===== src/rtl/mem_bus_arbiter.sv =====
// mem_bus_arbiter: two-master round-robin arbiter for the picorv32 native
// memory bus. Master 0 is the CPU core, master 1 the loader/debug port.
// The owner's request passes combinationally to the slave side; a grant
// holds until the transfer completes or the owner withdraws its request.
// Optional build macro ARB_TIMEOUT_EN adds a stall watchdog that force-
// completes a granted transfer after TIMEOUT_CYCLES cycles without s_ready.
module mem_bus_arbiter #(
   parameter int AW             = 32,
   parameter int DW             = 32,
   parameter int TIMEOUT_CYCLES = 255
) (
   input  logic            clk,
   input  logic            rst_n,
   input  logic            m0_valid,
   input  logic [AW-1:0]   m0_addr,
   input  logic [DW-1:0]   m0_wdata,
   input  logic [DW/8-1:0] m0_wstrb,
   output logic            m0_ready,
   output logic [DW-1:0]   m0_rdata,
   input  logic            m1_valid,
   input  logic [AW-1:0]   m1_addr,
   input  logic [DW-1:0]   m1_wdata,
   input  logic [DW/8-1:0] m1_wstrb,
   output logic            m1_ready,
   output logic [DW-1:0]   m1_rdata,
   output logic            s_valid,
   output logic [AW-1:0]   s_addr,
   output logic [DW-1:0]   s_wdata,
   output logic [DW/8-1:0] s_wstrb,
   input  logic            s_ready,
   input  logic [DW-1:0]   s_rdata,
   output logic [1:0]      grant,
   output logic            err
);

   typedef enum logic [1:0] {
      ST_IDLE = 2'd0,
      ST_OWN0 = 2'd1,
      ST_OWN1 = 2'd2
   } state_t;

   state_t r_state;
   state_t w_next;
   logic   r_last;      // 1 = master 1 was served last, 0 = master 0
   logic   w_set_last;
   logic   w_err;
   logic   w_timeout;

   if (TIMEOUT_CYCLES < 2) begin : g_bad_timeout
      $error("mem_bus_arbiter: TIMEOUT_CYCLES must be >= 2");
   end

`ifdef ARB_TIMEOUT_EN
   localparam int CW = $clog2(TIMEOUT_CYCLES);
   logic [CW-1:0] r_cnt;

   // Stall counter: restarts on every new grant, counts owner cycles without s_ready
   always_ff @(posedge clk or negedge rst_n) begin
      if (!rst_n)                 r_cnt <= '0;
      else if (r_state == ST_IDLE) r_cnt <= '0;
      else if (!s_ready)          r_cnt <= r_cnt + 1'b1;
   end

   // Fires in the cycle the count would reach the limit; a real s_ready wins
   assign w_timeout = (r_cnt == CW'(TIMEOUT_CYCLES - 1)) && !s_ready;
`else
   assign w_timeout = 1'b0;
`endif

   assign err = w_err;

   // State register; reset forces IDLE so all outputs drop asynchronously
   always_ff @(posedge clk or negedge rst_n) begin
      if (!rst_n) r_state <= ST_IDLE;
      else        r_state <= w_next;
   end

   // Round-robin history: only a completed (or timed-out) transfer updates it
   always_ff @(posedge clk or negedge rst_n) begin
      if (!rst_n)          r_last <= 1'b1;
      else if (w_set_last) r_last <= (r_state == ST_OWN1);
   end

   // Next-state decode and bus steering for the current owner
   always_comb begin
      w_next     = r_state;
      w_set_last = 1'b0;
      w_err      = 1'b0;
      grant      = 2'b00;
      s_valid    = 1'b0;
      s_addr     = '0;
      s_wdata    = '0;
      s_wstrb    = '0;
      m0_ready   = 1'b0;
      m0_rdata   = '0;
      m1_ready   = 1'b0;
      m1_rdata   = '0;
      case (r_state)
         ST_IDLE: begin
            if (m0_valid && m1_valid) w_next = r_last ? ST_OWN0 : ST_OWN1;
            else if (m0_valid)        w_next = ST_OWN0;
            else if (m1_valid)        w_next = ST_OWN1;
         end
         ST_OWN0: begin
            grant    = 2'b01;
            s_valid  = m0_valid;
            s_addr   = m0_addr;
            s_wdata  = m0_wdata;
            s_wstrb  = m0_wstrb;
            m0_ready = m0_valid && s_ready;
            m0_rdata = s_rdata;
            if (!m0_valid) begin
               w_next = ST_IDLE;
            end else if (s_ready) begin
               w_next     = ST_IDLE;
               w_set_last = 1'b1;
            end else if (w_timeout) begin
               m0_ready   = 1'b1;
               m0_rdata   = '0;
               w_err      = 1'b1;
               w_set_last = 1'b1;
               w_next     = ST_IDLE;
            end
         end
         ST_OWN1: begin
            grant    = 2'b10;
            s_valid  = m1_valid;
            s_addr   = m1_addr;
            s_wdata  = m1_wdata;
            s_wstrb  = m1_wstrb;
            m1_ready = m1_valid && s_ready;
            m1_rdata = s_rdata;
            if (!m1_valid) begin
               w_next = ST_IDLE;
            end else if (s_ready) begin
               w_next     = ST_IDLE;
               w_set_last = 1'b1;
            end else if (w_timeout) begin
               m1_ready   = 1'b1;
               m1_rdata   = '0;
               w_err      = 1'b1;
               w_set_last = 1'b1;
               w_next     = ST_IDLE;
            end
         end
         default: w_next = ST_IDLE;
      endcase
   end

endmodule

===== config.mk =====
export PLATFORM = sky130hd
export DESIGN_NAME = mem_bus_arbiter
export DESIGN_NICKNAME = d
export VERILOG_FILES = /design/src/rtl/mem_bus_arbiter.sv
export SDC_FILE = /design/constraint.sdc
export NUM_CORES = 1
export LEC_CHECK = 0
export CORE_AREA = 4 4 117 119
export CTS_BUF_LIST = sky130_fd_sc_hd__clkbuf_4
export CTS_CLUSTER_SIZE = 12
export DETAILED_ROUTE_END_ITERATION = 10
export DIE_AREA = 0 0 121 123
export PLACE_DENSITY_LB_ADDON = 0.05
export REMOVE_ABC_BUFFERS = 1
export SYNTH_ARGS = -nofsm -noshare
export SYNTH_HDL_FRONTEND = slang
export SYNTH_SLANG_ARGS = --single-unit

===== constraint.sdc =====
create_clock -name clk -period 2.9 [get_ports clk]
set_clock_uncertainty 0.15 [all_clocks]
set_input_delay 0.58 -clock clk [delete_from_list [all_inputs] [get_ports clk]]
set_output_delay 0.58 -clock clk [all_outputs]
set_load 0.01 [all_outputs]

# Yosys cells after proc, flatten, opt, wreduce, memory -nomap -nowiden
# Index checks and enable logic that the tools add are counted.
# word_totals
word_cells	30
out_inout_bits	138
regBits	3
input_bits	173
# classes
muxes	21
n_reduce_logical	4
n_eq_ne	3
# op_table
op	count
$pmux 32 s2	2
$mux 32	2
$mux 2	7
$pmux 4 s2	1
$pmux 2 s3	1
$mux 1	5
$ne 4x4->1 const B	1
$pmux 1 s2	2
$pmux 2 s2	1
$logic_and 1x1->1	3
$eq 2x1->1 const B	1
$eq 2x2->1 const B	1
$logic_not 2->1	1

# Longest topological paths before layout
# Gate-level depths: netlist of the first run.
# depth
word_depth	4
ltp_mapped	7
depth_no_buf	5

# Least setup slack after synthesis of the first run
# No wires, ideal clock.
# synth_path
kind	reg2out
startpoint	reg r_state[0]
endpoint	out s_addr[10]
arrival_ps	1353
setup_slack_ps	817
stages_incl_launch_ff	7
cell_sequence	dfrtp_1 > inv_1 > ha_1 > buf_2 > buf_2 > a22oi_1 > nor2b_1
# synth_between
elab_chain_len	2
word_cells_on_any_way	3
cone_classes	2 x eq/ne; 1 x mux
# synth_rtl
element	line	source
start, declared	42	state_t r_state;
start signal, assigned	75	else r_state <= w_next;
$eq 2x2->1 or $eq 2x1->1 (tied branches)	98	case (r_state)
$pmux 32 s2 *	98	
end, declared	27	output logic [AW-1:0] s_addr,
# Mark *: on every way between the ends. The rest lies on a longest branch, timed or not.

# Final worst setup path of the first run
# layout_path
startpoint	reg r_state[0]
endpoint	out s_addr[30]
# The elaborated chain is that of the path after synthesis.

==> results of run 1 <==
## metal layers
metal | wire length, um | vias to the layer above | track usage (%)
met5 | 0 | - | 0
met4 | 91 | 0 | 1.912
met3 | 723 | 6 | 2.562
met2 | 7549 | 110 | 30.39
met1 | 4991 | 1410 | 16.96
li1 | - | 1498 | -
## timing repair
| item | in CTS | in global routing |
|---|---|---|
| endpoints found under the setup margin | 11 | 93 |
| hold endpoints to repair | 0 | 0 |
| gates cloned | 1 | 3 |
| pin swaps | 0 | 0 |
| resized for setup | 1 | 15 |
## final timing paths
check | from | cells past startpoint | slack (ns) | end
worst min-delay path | rst_n | 1 | 0.38 | r_state[1]$_DFFE_PN0P_
worst max register to register | r_state[1]$_DFFE_PN0P_ | 6 | 1.10 | r_last$_DFFE_PN1P_
worst max-delay path | r_state[0]$_DFFE_PN0P_ | 6 | 0.11 | s_addr[30]
worst min register to register | r_last$_DFFE_PN1P_ | 1 | 0.48 | r_last$_DFFE_PN1P_
max in group asynchronous | rst_n | 1 | 1.99 | r_last$_DFFE_PN1P_
min in group clk | r_last$_DFFE_PN1P_ | 1 | 0.48 | r_last$_DFFE_PN1P_
## logic make-up (layout without fill, tap and decap cells)
logic type	count (synthesis)	count (layout)	synth area share, %
buf+inv	33	329	9.754
compound gates	73	73	31.37
other cells	1	1	0.2103
simple gates	146	146	50.04
fa+ha+maj	5	5	3.509
flops	3	3	4.281
mux	1	1	0.8419
## metrics by stage
stage	area, um^2	utilization [%]
final	5281	42.02
after CTS	5142	40.92
after detailed placement	5076	40.39
after global routing	5281	42.02
after global placement	5076	40.39
after floorplan	1620	-
## Yosys cell counts, drive strengths merged
cell     n  share of area, %
clkbuf  12               2.7
nand2    7               1.5
ha       5               3.5
inv      3              0.63
mux2     1              0.84
nor2b   68                24
nand2b   2              0.70
buf     18               6.4
and3     2              0.77
nor2     2              0.42
a22oi   68                29
a32o     4               2.2
and2    65                23
a21oi    1              0.49
conb     1              0.21
dfstp    1               1.5
dfrtp    2               2.8
## area by class of cell
type | count | area, um^2
timing repair buffer | 322 | 3363
inverter | 3 | 11.26
fill | 1307 | 7287
tap | 172 | 215.2
sequential | 3 | 78.83
clock buffer | 4 | 30.03
multi-input combinational | 226 | 1583
## worst max-delay path: stages, from the launching register on
cell and delay (ns):
dfrtp_2 0.44, inv_2 0.15, ha_4 0.22, clkbuf_16 0.21, a22oi_1 0.11, nor2b_1 0.12, clkdlybuf4s50_1 0.57
## power breakdown
| part | switching, mW | total, mW | leakage (nW) | internal (mW) |
|---|---|---|---|---|
| Sequential | 0.0369 | 0.106 | 0.0336 | 0.0694 |
| Clock | 0.0219 | 0.0828 | 0.0184 | 0.0609 |
| Combinational | 1.65 | 3.86 | 1.81 | 2.21 |
## flip-flops by register name (all words and copies together) (netlist names)
register,flops
r_last,1
r_state,2
==> impl_metrics.json, run 1 <==
{
  "final_nets": 737,
  "synthCells": 262,
  "rows": 41,
  "antennaDiodeCount": 0,
  "synth_area_mm2": 0.001783,
  "synth_seq_area_share_pct": 4.281,
  "cts.sinks": 3,
  "vias": 3024,
  "grt-ovfl-total": 0,
  "final-hold-violation-count": 0,
  "post-route-period-util_pct": 96.23,
  "portBuffers": 309,
  "antenna_left": 0,
  "peakVddDrop_mv": 0.3184,
  "power_density_mw_per_mm2": 767.3,
  "dp_cells": 722,
  "required_ns": 2.17,
  "root_buffer": "clkbuf_4",
  "clk_pin_slew_ns": 0.04,
  "fin_cells": 730,
  "critPathCaptureType": "output port",
  "die_h_um": 123,
  "maxCapViolCount": 0,
  "place_ws_ns": 0.1782,
  "routed_wl_mm": 13.36,
  "holdBufCountCts": 0,
  "synth_seq_cells": 3,
  "die_w_um": 121,
  "final_cell_mix": "clkdlybuf4s50_1, a22oi_1, nor2b_1, and2_1",
  "fmax_mhz": 358.3,
  "drc_errors": 0,
  "arrival_ns": 2.06,
  "fin_tns_setup_ns": 0,
  "drt_iter0_drc": 124,
  "holdWs_ns": 0.3818,
  "dr.pass1.iters": 4,
  "power_mw": 4.052,
  "grt_max_degree": 44,
  "layout-drive-gt1-share_pct": 5.197,
  "initial_core_util_pct": 14.19,
  "antenna_found_initial": 0,
  "vias_per_cell": 4.142,
  "yosysWarningCount": 0,
  "cts-buffers-inserted": 3,
  "dieArea_mm2": 0.01488,
  "cts_tree": "built",
  "grt_pass1_wl_mm": 17.72,
  "cts_buffer_depth": 2,
  "slew_violations": 0,
  "min_path_type": "in2async",
  "gp_congestion": 0.8037,
  "post_cts_buffers": 0,
  "post-route-min-period_ns": 2.791,
  "setup_violations": 0,
  "startpoint_type": "register",
  "htreeDepth": 1,
  "io_pins": 311,
  "final_common_cell": "clkdlybuf4s50_1",
  "p_leak_nw": 1.863,
  "worst_slack_ns": 0.1093,
  "grt_pass1_vias": 2945,
  "grtUsageTotal_pct": 15.14,
  "worstSetupPathType": "reg2out",
  "ys_types": 21,
  "hpwlAfterDp_mm": 10.45,
  "core-area_mm2": 0.01257,
  "critPathMaxFanout": 21,
  "status": "completed",
  "avgSynthCellArea_um2": 6.805,
  "area_growth_pct": 196.2,
  "clk_latency_ns": 0.23,
  "routedWlPerCell_um": 18.29
}
(Power assumes the default switching activity.)
==> run 2: changes to the inputs <==
--- a/config.mk
+++ b/config.mk
@@ -10,6 +10,7 @@
 export CTS_CLUSTER_SIZE = 12
 export DETAILED_ROUTE_END_ITERATION = 10
 export DIE_AREA = 0 0 121 123
+export HOLD_SLACK_MARGIN = 0.12
 export PLACE_DENSITY_LB_ADDON = 0.05
 export REMOVE_ABC_BUFFERS = 1
 export SYNTH_ARGS = -nofsm -noshare
==> results of run 2 <==
Same layout as run 1: the final DEF is identical, and so are final timing and power.
==> run 3: changes to the inputs <==
--- a/config.mk
+++ b/config.mk
@@ -5,11 +5,12 @@
 export SDC_FILE = /design/constraint.sdc
 export NUM_CORES = 1
 export LEC_CHECK = 0
-export CORE_AREA = 4 4 117 119
+export ABC_AREA = 1
+export CORE_AREA = 4 4 120 122
 export CTS_BUF_LIST = sky130_fd_sc_hd__clkbuf_4
 export CTS_CLUSTER_SIZE = 12
 export DETAILED_ROUTE_END_ITERATION = 10
-export DIE_AREA = 0 0 121 123
+export DIE_AREA = 0 0 124 126
 export HOLD_SLACK_MARGIN = 0.12
 export PLACE_DENSITY_LB_ADDON = 0.05
 export REMOVE_ABC_BUFFERS = 1
==> run 3 against run 2 <==
Against the previous run:
- combinational power fell by 4%
- wire length increased by 7.8%
- register-to-register slack improved by 0.28 ns
- critical path type unchanged
==> impl_metrics.json, run 3 <==
{
  "vias": 3553,
  "synth_compound_area_share_pct": 20.23,
  "gp_congestion": 0.8233,
  "cts_tree": "built",
  "avgSynthCellArea_um2": 4.653,
  "clk_latency_ns": 0.23,
  "largest_reg_flops": 2,
  "yosysWarningCount": 0,
  "wl_met3_mm": 1.500,
  "cts-buffers-inserted": 3,
  "dieArea_mm2": 0.01562,
  "required_ns": 2.17,
  "p_comb_share_pct": 95.9,
  "synth_top_area_cell": "nand2_1",
  "antenna_found_initial": 1,
  "grt-ovfl-total": 0,
  "synth_top_family_by_area": "simple AND/OR/NAND/NOR gates",
  "worst_slack_ns": 0.04166,
  "synth_mux_area_share_pct": 0,
  "layout-drive-gt1-share_pct": 7.252,
  "grt_pass1_vias": 3375,
  "power_density_mw_per_mm2": 711.2,
  "largest-register": "r_state",
  "initial_core_util_pct": 14.53,
  "synth_ff_type": "dfrtp_1",
  "synth-simple-area-share_pct": 46.67,
  "critPathMaxFanout": 17,
  "root_buffer": "clkbuf_4",
  "io_pins": 311,
  "rows": 42,
  "min_path_type": "reg2reg",
  "p_leak_nw": 2.912,
  "final_cell_mix": "clkdlybuf4s50_1, nand2_1, inv_1, a21oi_1, dlymetal6s2s_1",
  "dr.pass1.iters": 4,
  "routed_wl_mm": 14.39,
  "setup_violations": 0,
  "cts.sinks": 3,
  "reg.largest.list": "r_state: 2 flops, r_last: 1 flops",
  "vias_per_cell": 3.974,
  "post-route-min-period_ns": 2.858,
  "clk_pin_slew_ns": 0.04,
  "power_mw": 3.860,
  "fin_tns_setup_ns": 0,
  "peakVddDrop_mv": 0.3760,
  "synth_seq_area_share_pct": 3.982,
  "die_h_um": 126,
  "wl_met1_mm": 4.908,
  "worstSetupStartpoint": "r_state[1]$_DFFE_PN0P_",
  "holdBufCountCts": 0,
  "arrival_ns": 2.13,
  "p_clk_share_pct": 2.1,
  "synth_area_leaders": "nand2_1, a21oi_1, inv_1",
  "synth_edf_count": 0,
  "synthArstFlopShare_pct": 100.0,
  "p_switching_mw": 1.901,
  "place_ws_ns": 0.1742,
  "routedWlPerCell_um": 16.10,
  "synth_area_mm2": 0.001917,
  "htreeDepth": 1,
  "startpoint_type": "register",
  "top_layer": "met4",
  "wl_met2_mm": 7.841,
  "core-area_mm2": 0.01319,
  "r2r-start": "r_state[0]$_DFFE_PN0P_",
  "synth_seq_cells": 3,
  "yosysMostFrequentCell": "nand2_1",
  "min-delay-start": "r_last$_DFFE_PN1P_",
  "synthCells": 412,
  "final-hold-violation-count": 0,
  "final_nets": 896,
  "area_growth_pct": 183.2,
  "p_int_mw": 1.959,
  "die_w_um": 124,
  "grtUsageTotal_pct": 16.42,
  "grt_max_degree": 42,
  "status": "completed",
  "ys_types": 18,
  "worstSetupPathType": "reg2out",
  "portBuffers": 309,
  "hpwlAfterDp_mm": 11.66,
  "swShare_pct": 49.25,
  "synth_commonest_cells": "nand2_1, inv_1, a21oi_1",
  "fmax_mhz": 349.9,
  "drc_errors": 0,
  "maxCapViolCount": 0,
  "post-route-period-util_pct": 98.56,
  "slew_violations": 0,
  "p_seq_share_pct": 2.0,
  "synth-adder-area-share_pct": 3.264,
  "cts_buffer_depth": 2,
  "critPathCaptureType": "output port",
  "final_common_cell": "clkdlybuf4s50_1",
  "synth_top_area_share_pct": 41.71,
  "grt_pass1_wl_mm": 20.08,
  "drt_iter0_drc": 133,
  "antenna_left": 0,
  "synth_xor_area_share_pct": 0
}
-- run 3: cell count changes after synthesis, sizes merged, moves of 8 or more --
cell,change
a22oi,-68
a21oi,+68
nor2b,-68
buf,+9
inv,+68
and2,-65
clkbuf,-8
nand2,+216
-- run 3: worst paths after layout --
path                                                to  slack, ns  cells after the start
worst max-delay path                        s_wstrb[1]       0.04                      6
worst max register to register  r_state[1]$_DFFE_PN0P_       1.38                      9
worst min register to register      r_last$_DFFE_PN1P_       0.31                      2
min in group asynchronous       r_state[1]$_DFFE_PN0P_       0.39                      1
worst min-delay path                r_last$_DFFE_PN1P_       0.31                      2
max in group asynchronous           r_last$_DFFE_PN1P_       1.99                      1
-- run 3: routing by layer --
layer	GRT usage (%)	up-vias
met3	4.753	6
met2	33.12	142
met1	16.76	1585
met5	0	-
met4	1.740	0
li1	-	1820
-- run 3: layout make-up --
class                           count  area, um^2
Inverter                           71       269.0
Tap cell                          176       220.2
Fill cell                        1395        7762
Antenna cell                        1       2.502
Sequential cell                     3       76.32
Timing Repair Buffer              332        3456
Clock buffer                        4       30.03
Multi-Input combinational cell    307        1374
-- run 3: logic make-up after synthesis --
logic type               count (synthesis)
AO/OA/AOI/OAI                           70
adder cells (fa/ha/maj)                  5
buffers and inverters                  102
flip-flops                               3
other                                    1
AND/OR/NAND/NOR                        231
-- run 3: stage by stage --
stage / instances / cell area [um^2] / utilization, % / hold WS (ns)
5_1_grt: 894 / 5428 / 41.15 / 0.3370
4_1_cts: 890 / 5308 / 40.24 / 0.3090
2_1_floorplan: 381 / 1692 / - / 0.1344
6_report: 894 / 5428 / 41.15 / 0.3068
3_3_place_gp: 882 / 5228 / 39.63 / 0.3037
3_5_place_dp: 882 / 5228 / 39.63 / 0.3027
-- run 3: worst max-delay path, stage by stage, from the launching register on --
cell             delay [ns]
dfrtp_1                0.41
inv_1                  0.14
ha_4                   0.23
buf_12                 0.17
nand2_1                0.06
a21oi_1                0.28
clkdlybuf4s50_1        0.61
-- run 3: repair_timing --
item / CTS / global route
pin swaps: 1 / 1
gates cloned: 1 / 1
buffers inserted: 3 / 2
setup endpoints to repair: 50 / 74
resized for setup: 7 / 29
-- run 3: power groups by stage --
stage	sequential (mW)	clock (mW)	combinational, mW
floorplan	0.0785	0	1.47
global placement	0.0783	0	3.57
detailed placement	0.0786	0	3.57
CTS	0.0781	0.0854	3.67
global route	0.0801	0.0888	4.00
finish	0.0782	0.0819	3.70
==> variant: new RTL, settings of run 2 <==
Re-encode `state_t` (3 states) as one-hot, 3 bits wide.
--- a/src/rtl/mem_bus_arbiter.sv
+++ b/src/rtl/mem_bus_arbiter.sv
@@ -33,10 +33,10 @@
    output logic            err
 );
 
-   typedef enum logic [1:0] {
-      ST_IDLE = 2'd0,
-      ST_OWN0 = 2'd1,
-      ST_OWN1 = 2'd2
+   typedef enum logic [2:0] {
+      ST_IDLE = 3'b001,
+      ST_OWN0 = 3'b010,
+      ST_OWN1 = 3'b100
    } state_t;
 
    state_t r_state;
Check against the original RTL: same outputs for any inputs over 4 cycles, from zero or initial values and one cycle with rst_n low; so few cycles prove little.
==> variant against run 2 <==
Via count is 12% lower; sequential cell count up 1; synthesized area down 20%; final area down 10%; wire length fell by 3.6%; setup slack lost 0.045 ns; global-route usage barely moved; critical endpoint is now s_addr[25]; largest cell class unchanged.
Power is not compared: it rests on default switching activity, and its combinational part moved more than twofold at a synthesized area within 25%.
==> variant: results (changes against run 2) <==
status: "finished clean"
grt_max_degree: 80  # +82%
synth_cell_types: 26  # +24%
nFillCells: 1294  # -0.99%
firstDrtPassIters: 4  # unchanged
slowest_delay_ns: 0.57  # about the same
hold_path_class: "reg -> reg"
min_path_cells: 2
viasPerCell: 4.07  # -1.9%
cts.sinks: 4  # +1
crit_slowest_cell: "clkdlybuf4s50_1"
p_int_mw: 1.10
nNetsFinal: 658  # -11%
hpwl_um: 10600  # +1.5%
synth_flop_cell: "dfstp_2"
grt_pass1_wl_um: 17200  # -3.1%
cts.htree.levels: 1  # unchanged
critPathArrivalTime_ns: 2.11  # +0.05 ns
clk_latency_ns: 0.25  # +0.02 ns
gp_congestion: 0.853  # +6.1%
clkSlewWorstSetupHoldPaths_ns: 0.04  # about the same
wl_um: 12900  # -3.6%
p_leak_nw: 1.79
ir_worst_vdd_mv: 0.373
grt_antenna_before_repair: 1  # +1
dieArea_sq_um: 14900  # unchanged
reg.largest.list: "r_state: 3 flops, r_last: 1 flops"
synth_common_cells: "a22o_1, and2_1, buf_4, buf_2, nand2_1"
final_layout_size_suffix_gt1_share_pct: 4.34  # -0.86 points
antenna_cells: 0  # unchanged
cp_max_fo: 40  # +90%
port-buffer-count: 309  # unchanged
cts_buffers: 3  # unchanged
ys_seq_area_share_pct: 7.24  # +3.0 points
synthTopCellsByArea: "a22o_1, and2_1, buf_4"
grt_pass1_vias: 2529  # -14%
reg2regPathDepth: 5  # -1
cts_root_buffer: "clkbuf_4"
ys_async_sr_fraction_pct: 100  # unchanged
rrSetupSlack_ns: 1.36  # +0.26 ns
yosys_warnings: 0  # unchanged
track_usage_pct: 15.2  # +0.039 points
drtIter0Drc: 105  # -15%
fin_hold_ws_ns: 0.371  # -0.0107 ns
clockBufferDepth: 2  # unchanged
==> variant: cell count changes after synthesis, sizes merged, moves of 5 or more <==
| cell | change |
|---|---|
| a22o | +68 |
| clkbuf | -9 |
| nor2b | -67 |
| a22oi | -68 |
| ha | -5 |
==> variant: cells by family (layout without fill, tap and decap cells) <==
family / count (synthesis) / after routing / share of synthesized area (%)
multiplexers: 1 / 1 / 0.794
flip-flops: 4 / 4 / 7.24
AO/OA/AOI/OAI: 75 / 75 / 45.8
AND/OR/NAND/NOR: 78 / 78 / 34.1
other: 1 / 1 / 0.265
buffers and inverters: 26 / 325 / 11.8
==> variant: area by class of cell <==
class | count | area, sq um | area share (%)
Timing Repair Buffer | 319 | 3230 | 68.0
Multi-Input combinational cell | 155 | 1160 | 24.4
Tap cell | 172 | 215 | 4.54
Sequential cell | 4 | 104 | 2.19
Clock buffer | 4 | 30.0 | 0.633
Inverter | 2 | 7.51 | 0.158
==> variant: final timing paths <==
check | startpoint | end
worst max-delay path | r_state[2] | s_addr[25]
worst min-delay path | r_last | r_last
worst max register to register | r_state[2] | r_last
worst min register to register | r_last | r_last
max in group asynchronous | rst_n | r_last
min in group asynchronous | rst_n | r_state[1]
==> variant: metrics by stage <==
stage	std cells	cell area (sq um)	worst slack, ns
floorplan	161	1260	-1.46
global placement	649	4670	0.0451
detailed placement	649	4670	0.0277
CTS	653	4700	0.0128
global route	656	4740	-0.0238
finish	656	4740	0.0641
==> variant: power groups by stage <==
stage / sequential, mW / combinational (mW) / clock, mW
2_1_floorplan: 0.116 / 0.586 / 0
3_3_place_gp: 0.120 / 1.58 / 0
3_5_place_dp: 0.120 / 1.57 / 0
4_1_cts: 0.120 / 1.58 / 0.0921
5_1_grt: 0.126 / 1.69 / 0.0983
6_report: 0.122 / 1.59 / 0.0877
==> variant: timing repair <==
action / 4_1_cts / 5_1_grt
setup buffers: 0 / 2
endpoints found under the hold margin: 0 / 0
endpoints found under the setup margin: 0 / 73
resized for setup: 0 / 6
==> variant: per-layer routing <==
layer  vias to the layer above  share of wire, %  global-route usage [%]
li1                       1291                 -                       -
met1                      1210                34                    15.5
met2                       153                54                    29.9
met3                        11                11                    6.36
met4                         2              0.48                    1.13
met5                         -             0.054                       0
==> variant: critical path, delay by kind of cell, from the launching register on <==
family,cells,cell delay (ns)
flip-flops,1,0.45
buffers and inverters,3,0.95
AND/OR/NAND/NOR,1,0.22
AO/OA/AOI/OAI,1,0.21
